**src/rtl/mdu_pkg.sv**
```systemverilog
// Shared encodings for the multiply/divide unit: opcode values and FSM states.
package mdu_pkg;

    localparam logic [2:0] OP_MULT  = 3'b000;
    localparam logic [2:0] OP_MULTU = 3'b001;
    localparam logic [2:0] OP_MADD  = 3'b010;
    localparam logic [2:0] OP_MSUB  = 3'b011;
    localparam logic [2:0] OP_DIV   = 3'b100;
    localparam logic [2:0] OP_DIVU  = 3'b101;
    localparam logic [2:0] OP_MTHI  = 3'b110;
    localparam logic [2:0] OP_MTLO  = 3'b111;

    typedef enum logic [1:0] {
        ST_IDLE = 2'd0,
        ST_MUL  = 2'd1,
        ST_DIV  = 2'd2,
        ST_FIX  = 2'd3
    } state_t;

endpackage

```
**src/rtl/mdu_step.sv**
```systemverilog
// One iteration of the magnitude datapath: a right-shifting shift-add multiply step
// or a left-shifting restoring-division step on the {rem, low} register pair.
module mdu_step #(
    parameter int WIDTH = 32
) (
    input  logic             is_div,
    input  logic [WIDTH-1:0] rem_in,
    input  logic [WIDTH-1:0] low_in,
    input  logic [WIDTH-1:0] operand,
    output logic [WIDTH-1:0] rem_out,
    output logic [WIDTH-1:0] low_out
);

    logic [WIDTH:0]   sum;
    logic [WIDTH:0]   shifted;
    logic [WIDTH+1:0] diff;
    logic             fits;

    always_comb begin
        sum     = {1'b0, rem_in} + (low_in[0] ? {1'b0, operand} : {(WIDTH+1){1'b0}});
        shifted = {rem_in, low_in[WIDTH-1]};
        diff    = {1'b0, shifted} - {2'b00, operand};
        fits    = ~diff[WIDTH+1];
        if (is_div) begin
            // Remainder stays below the divisor, so it always fits in WIDTH bits.
            rem_out = fits ? diff[WIDTH-1:0] : shifted[WIDTH-1:0];
            low_out = {low_in[WIDTH-2:0], fits};
        end else begin
            rem_out = sum[WIDTH:1];
            low_out = {sum[0], low_in[WIDTH-1:1]};
        end
    end

endmodule

```
**src/rtl/mul_div_unit.sv**
```systemverilog
// Iterative multiply/divide unit owning HI/LO; magnitudes are iterated and the
// sign correction plus accumulate/subtract happen in a single FIX cycle.
module mul_div_unit
    import mdu_pkg::*;
#(
    parameter int WIDTH          = 32,
    parameter int BITS_PER_CYCLE = 1
) (
    input  logic             Clk,
    input  logic             Rst_n,
    input  logic             Start,
    input  logic [2:0]       Op,
    input  logic [WIDTH-1:0] A,
    input  logic [WIDTH-1:0] B,
    output logic             Busy,
    output logic             Done,
    output logic             DivByZero,
    output logic [WIDTH-1:0] HI,
    output logic [WIDTH-1:0] LO
);

    localparam int N  = WIDTH / BITS_PER_CYCLE;
    localparam int CW = $clog2(N + 1);
    localparam logic [CW-1:0] LAST = CW'(N - 1);

    state_t           state;
    logic [CW-1:0]    count;
    logic [2:0]       op_reg;
    logic [WIDTH-1:0] a_reg;
    logic [WIDTH-1:0] operand_reg;
    logic [WIDTH-1:0] upper_reg;
    logic [WIDTH-1:0] low_reg;
    logic             neg_res;
    logic             neg_rem;
    logic             div_zero;

    logic             is_signed;
    logic [WIDTH-1:0] a_mag;
    logic [WIDTH-1:0] b_mag;

    always_comb begin
        is_signed = (Op == OP_MULT) || (Op == OP_MADD) || (Op == OP_MSUB) || (Op == OP_DIV);
        a_mag     = (is_signed && A[WIDTH-1]) ? (WIDTH'(0) - A) : A;
        b_mag     = (is_signed && B[WIDTH-1]) ? (WIDTH'(0) - B) : B;
    end

    logic [WIDTH-1:0] rem_chain [0:BITS_PER_CYCLE];
    logic [WIDTH-1:0] low_chain [0:BITS_PER_CYCLE];

    assign rem_chain[0] = upper_reg;
    assign low_chain[0] = low_reg;

    generate
        for (genvar gi = 0; gi < BITS_PER_CYCLE; gi++) begin : g_step
            mdu_step #(.WIDTH(WIDTH)) u_step (
                .is_div  (state == ST_DIV),
                .rem_in  (rem_chain[gi]),
                .low_in  (low_chain[gi]),
                .operand (operand_reg),
                .rem_out (rem_chain[gi+1]),
                .low_out (low_chain[gi+1])
            );
        end
    endgenerate

    logic [2*WIDTH-1:0] product_mag;
    logic [2*WIDTH-1:0] product;
    logic [WIDTH-1:0]   quot;
    logic [WIDTH-1:0]   rem;
    logic [2*WIDTH-1:0] fix_result;

    always_comb begin
        product_mag = {upper_reg, low_reg};
        product     = neg_res ? ((2*WIDTH)'(0) - product_mag) : product_mag;
        quot        = neg_res ? (WIDTH'(0) - low_reg) : low_reg;
        rem         = neg_rem ? (WIDTH'(0) - upper_reg) : upper_reg;
        case (op_reg)
            OP_MULT, OP_MULTU: fix_result = product;
            OP_MADD:           fix_result = {HI, LO} + product;
            OP_MSUB:           fix_result = {HI, LO} - product;
            OP_DIV, OP_DIVU:   fix_result = div_zero ? {a_reg, {WIDTH{1'b1}}} : {rem, quot};
            default:           fix_result = {HI, LO};
        endcase
    end

    always_ff @(posedge Clk or negedge Rst_n) begin
        if (!Rst_n) begin
            state       <= ST_IDLE;
            count       <= '0;
            op_reg      <= '0;
            a_reg       <= '0;
            operand_reg <= '0;
            upper_reg   <= '0;
            low_reg     <= '0;
            neg_res     <= 1'b0;
            neg_rem     <= 1'b0;
            div_zero    <= 1'b0;
            Busy        <= 1'b0;
            Done        <= 1'b0;
            DivByZero   <= 1'b0;
            HI          <= '0;
            LO          <= '0;
        end else begin
            Done      <= 1'b0;
            DivByZero <= 1'b0;
            case (state)
                ST_IDLE: begin
                    if (Start) begin
                        case (Op)
                            OP_MTHI: begin
                                HI   <= A;
                                Done <= 1'b1;
                            end
                            OP_MTLO: begin
                                LO   <= A;
                                Done <= 1'b1;
                            end
                            default: begin
                                op_reg      <= Op;
                                a_reg       <= A;
                                operand_reg <= b_mag;
                                upper_reg   <= '0;
                                low_reg     <= a_mag;
                                neg_res     <= is_signed && (A[WIDTH-1] ^ B[WIDTH-1]);
                                neg_rem     <= is_signed && A[WIDTH-1];
                                div_zero    <= Op[2] && (B == '0);
                                count       <= '0;
                                Busy        <= 1'b1;
                                state       <= Op[2] ? ST_DIV : ST_MUL;
                            end
                        endcase
                    end
                end
                ST_MUL, ST_DIV: begin
                    upper_reg <= rem_chain[BITS_PER_CYCLE];
                    low_reg   <= low_chain[BITS_PER_CYCLE];
                    count     <= count + 1'b1;
                    if (count == LAST) begin
                        state <= ST_FIX;
                    end
                end
                ST_FIX: begin
                    {HI, LO}  <= fix_result;
                    Busy      <= 1'b0;
                    Done      <= 1'b1;
                    DivByZero <= div_zero;
                    state     <= ST_IDLE;
                end
                default: state <= ST_IDLE;
            endcase
        end
    end

endmodule

```
**config.mk**
```make
export PLATFORM = sky130hd
export DESIGN_NAME = mul_div_unit
export DESIGN_NICKNAME = d
export VERILOG_FILES = /design/src/rtl/mdu_pkg.sv /design/src/rtl/mdu_step.sv /design/src/rtl/mul_div_unit.sv
export SDC_FILE = /design/constraint.sdc
export NUM_CORES = 1
export LEC_CHECK = 0
export CAP_MARGIN = 20
export CORE_ASPECT_RATIO = 1.75
export CORE_MARGIN = 2
export CORE_UTILIZATION = 50
export DETAILED_ROUTE_END_ITERATION = 10
export PLACE_DENSITY = 0.71
export RECOVER_POWER = 50
export SYNTH_ARGS = -nofsm -noshare
export SYNTH_HDL_FRONTEND = slang
export SYNTH_HIERARCHICAL = 1
export SYNTH_SLANG_ARGS = --single-unit
```
**constraint.sdc**
```tcl
create_clock -name Clk -period 17.6 [get_ports Clk]
set_clock_uncertainty 0.05 [all_clocks]
set_input_delay 3.52 -clock Clk [delete_from_list [all_inputs] [get_ports Clk]]
set_output_delay 3.52 -clock Clk [all_outputs]
set_load 0.05 [all_outputs]
```
# == Yosys cells after proc, flatten, opt, wreduce, memory -nomap -nowiden ==
# Index checks and enable logic that the tools add are counted.
# totals
out_inout_bits,67
in_bits,70
ff_bits,209
wordCells,109
# op_classes
eq_ne,20
muxes,38
reduce_logical,23
bitwise_logic,3
add_sub_neg,10
# op_table
operator,n
$mux 32,16
$pmux 32 s2,4
$pmux 64 s4,1
$mux 64,2
$sub 1x32->32 const A,4
$add 64x64->64,1
$sub 1x64->64 const A,1
$sub 64x64->64,1
$sub 33x32->34,1
$add 32x33->33,1
$logic_not 32->1,1
$eq 3x3->1 const B,5
$eq 3x2->1 const B,4
$mux 6,2
$pmux 6 s2,1
$reduce_and 3->1,4
$mux 2,4
$reduce_and 4->1,2
$reduce_or 2->1,4
$add 6x1->6 const B,1
$eq 6x5->1 const B,1
$logic_not 3->1,2
$ne 2x2->1 const B,3
$pmux 2 s3,1
13 further kinds,27

# == Logic depth before layout (Yosys ltp) ==
# depth
ltp_word,9
depth_mapped,28
depth_no_buf,25

# == Modules after synthesis ==
# The synthesis kept the hierarchy.
# modules_own_cells
mod,cells_per_inst,seq_area_each_um2,instances,area_each_um2
mul_div_unit,2559,5230.0,1,19349.8
mdu_step,676,0.0,1,4763.3

# == Least setup slack after synthesis ==
# Ideal clock, no wire load.
# synth_timing
kind,register to register
from,register low_reg[0]
to,register HI[31]
period_less_slack_ns,6.152
arrival_ns,5.953
setup_time_ns,0.149
required_time_ns,17.401
stages_incl_launch_ff,26
setup_slack_ns,11.448
n_path_buf,2
cell_sequence,dfrtp_1 inv_1 ha_1 clkbuf_1 nor4b_1 and4_1 buf_2 a21oi_1 a311o_1 or4b_1 nor4_1 nor2b_1 a31oi_1 xor2_1 ha_1 a21o_1 a21oi_1 o21bai_1 a2111oi_0 o21bai_1 a31oi_1 o221a_2 a21oi_1 or3b_2 mux2i_1 a211oi_1
# synth_between
elab_chain_len,5
elab_cells_between_ends,6
cone_classes,add/sub (3); mux (3)
# synth_rtl
element,line,source
start: declaration,mul_div_unit.sv:32,logic [WIDTH-1:0] low_reg;
start signal: assignment,mul_div_unit.sv:123,low_reg <= a_mag;
start signal: assignment,mul_div_unit.sv:136,low_reg <= low_chain[BITS_PER_CYCLE];
$sub 1x64->64,mul_div_unit.sv:74,product = neg_res ? ((2*WIDTH)'(0) - product_mag) : product_mag;
$mux 64 (*),mul_div_unit.sv:74,
$sub 64x64->64 or $add 64x64->64 (tied branches),"mul_div_unit.sv:80, mul_div_unit.sv:79",
$pmux 64 s4 (*),mul_div_unit.sv:77,case (op_reg)
$pmux 32 s2 (*),mul_div_unit.sv:106,case (state)
end signal: assignment,mul_div_unit.sv:143,"{HI, LO} <= fix_result;"
end: declaration,mul_div_unit.sv:18,"output logic [WIDTH-1:0] HI,"
# Every way passes the cells marked *; elsewhere a longest branch is shown, timed or not.
# A chain may end at the register's enable or synchronous reset.

==> metrics <==
fin crit share=60.4%; largest net degree at the start of global routing=92; post-detail-place hpwl=78900 um; crit-path cells=clkbuf_1 -> clkbuf_1; multi-input combinational cell area=17700 um2; Async S/R FF share, synth=100%; register bit total from synthesis=209; post-cts resize count=0; FILL cells=4607; clk root buf=clkbuf_16; Mapped Area=24100 um2; total grt overflow=0; setup total negative slack=0 ps; most frequent CP cell=clkbuf_1; EDFF count, synth=0; vias in the first global route=24900; hold buffers post-CTS=0; first-pass GRT wire length=152000 um; Worst Path Required=17380 ps; Final nets=3446; die height=295 um; overall global routing resource usage=40.0%; Final Hold Fails=0; FF-to-FF path depth=21; clk_lat worst skew=590 ps; status=finished, violations left; drc violations=0; routability cong.=1.06; Final Slew Violations=320; critical setup path kind=in -> async; Core Area=47700 um2; TritonCTS buffer count=25; # rows=106; synth-to-layout area growth=10.5%; Max Root-Sink Buffers=3; CP max stage delay=3890 ps; Horiz. Die Dim=170 um; Synth area leader=dfrtp_1; Seq. cell area=5230 um2; MaxCap Viol Count=5; YS warnings=6; I/O pin cnt=137; Routed WL=102000 um; Sink Count=209; CP Launch Type=input port; Worst slew margin=-278%; endpoints failing setup=0; initial antenna violation count=5; register area share after synthesis=21.7%; cell family with most CP delay=buffers and inverters; failing checks=max-capacitance violations, max-slew violations; initial core utilization=50.5%; Via Count=25500; Slew @ Worst Pin=5670 ps; DR WL/cell=26.4 um; PortBufs=136; DRT Pass-1 Iters=8; CP Data Arrival Time=10400 ps; fmax=0.0941 GHz; H-tree levels=1; top cell type's share of synthesized area=21.7%; Cell variety after synth=104; post-route minimum period=10620 ps; Hold WC Path Type=reg -> reg; synthesized area per cell=7.45 um2; fraction of final layout cells sized beyond drive strength 1=6.64%; vias per cell=6.63; syn nets=3447; critical path's slowest cell=clkbuf_1; Post-CTS Setup Bufs=0; Post-Synthesis Cells=3235; die footprint=50100 um2; top post-synthesis cells by area=dfrtp_1, a21oi_1, ha_1; crit path max fanout=91; Setup crit end kind=asynchronous set/reset pin; hold path depth=2; RSZ-0062 raised after global routing=false; ANT nets after route=0; TritonCTS clock tree=done; WP buf/inv=2; clk slew on worst S/H paths=60 ps; CP Depth=2; Iter 0 DRT Violations=2281; Synth Flop Type=dfrtp_1
-- layer usage --
| metal | GRT usage (%) | routed length [um] | up-vias |
|---|---|---|---|
| met2 | 68.8 | 48700 | 1302 |
| met1 | 43.7 | 35700 | 12100 |
| met4 | 33.3 | 10300 | 2 |
| li1 | - | - | 11700 |
| met5 | 0 | 16 | - |
| met3 | 4.78 | 7010 | 391 |
-- cell families after synthesis --
group                      after synthesis  share of synthesized area, %
AOI/OAI and AO/OA                     1116                          28.8
and+or+nand+nor                       1025                          20.6
buffers and inverters                  322                          5.15
xor gates and xnor gates               313                          11.4
DFF                                    209                          21.7
adders and majority gates              142                          7.46
muxes                                  108                          4.81
-- cells in the final DEF (no fill, tap or decap), types with 15 or more instances in the layout --
cell             instances
a21oi_1                370
nand2_1                331
o21ai_0                285
nor2_1                 264
dfrtp_1                207
xnor2_1                162
xor2_1                 149
ha_1                   135
clkdlybuf4s50_1        133
inv_1                  115
a21o_1                  68
mux2_2                  63
nor3_1                  56
a31oi_1                 55
and2_1                  51
nand4_1                 46
mux2i_1                 45
nand3_1                 45
nor2b_1                 41
buf_4                   37
o31ai_1                 34
nor4_1                  31
o21bai_1                31
nand2b_1                29
or3_1                   28
o21a_1                  28
a211oi_1                28
a22o_1                  27
clkbuf_16               25
o211ai_1                24
and3_1                  22
or2_2                   19
o41ai_1                 19
a221oi_1                17
or4_1                   15
-- final cells by class --
| class | count | share of cell area, % |
|---|---|---|
| diodes | 4 | 0.0376 |
| clock buffers | 29 | 2.52 |
| clock inverters | 16 | 0.845 |
| inverters | 116 | 1.63 |
| multi-input cells | 2704 | 66.3 |
| flip-flops and latches | 209 | 19.6 |
| well taps | 594 | 2.79 |
| repair buffers | 178 | 6.21 |
-- final timing paths --
path | startpoint | endpoint | slack, ps
max in group Clk | low_reg[1] | HI[28] | 9820
worst min-delay path | a_reg[13] | a_reg[13] | 430
worst max register to register | low_reg[1] | HI[28] | 9820
worst max-delay path | Rst_n | upper_reg[17] | 6980
worst min register to register | a_reg[13] | a_reg[13] | 430
min in group asynchronous | Rst_n | LO[5] | 4960
-- Yosys cell counts (9+ instances only) --
| cell | number |
|---|---|
| a21oi_1 | 371 |
| nand2_1 | 331 |
| o21ai_0 | 285 |
| nor2_1 | 264 |
| dfrtp_1 | 209 |
| clkbuf_1 | 179 |
| xnor2_1 | 162 |
| xor2_1 | 149 |
| ha_1 | 139 |
| inv_1 | 115 |
| a21o_1 | 68 |
| mux2_2 | 63 |
| nor3_1 | 56 |
| a31oi_1 | 55 |
| and2_1 | 52 |
| nand4_1 | 46 |
| mux2i_1 | 45 |
| nand3_1 | 45 |
| nor2b_1 | 42 |
| o31ai_1 | 34 |
| nor4_1 | 31 |
| o21bai_1 | 31 |
| nand2b_1 | 29 |
| a211oi_1 | 28 |
| o21a_1 | 28 |
| or3_1 | 28 |
| a22o_1 | 27 |
| o211ai_1 | 24 |
| and3_1 | 22 |
| o41ai_1 | 19 |
| or2_2 | 19 |
| a221oi_1 | 17 |
| buf_1 | 15 |
| or4_1 | 15 |
| a22oi_1 | 13 |
| o21ai_1 | 11 |
| a21boi_0 | 9 |
-- stage by stage --
stage | area, um2 | cells | setup WS, ps | util (%) | hold WS (ps)
after floorplan | 24100 | 3235 | 11450 | - | 400
after global placement | 25700 | 3798 | 10200 | 53.9 | 412
after detailed placement | 25700 | 3798 | 10050 | 53.9 | 423
after CTS | 26600 | 3843 | 9970 | 55.8 | 437
after global routing | 26600 | 3849 | 5600 | 55.8 | 475
final | 26600 | 3850 | 6980 | 55.8 | 435
Power is not shown: default switching activity piles up to over one toggle a cycle in this logic, so the estimate is an artifact.
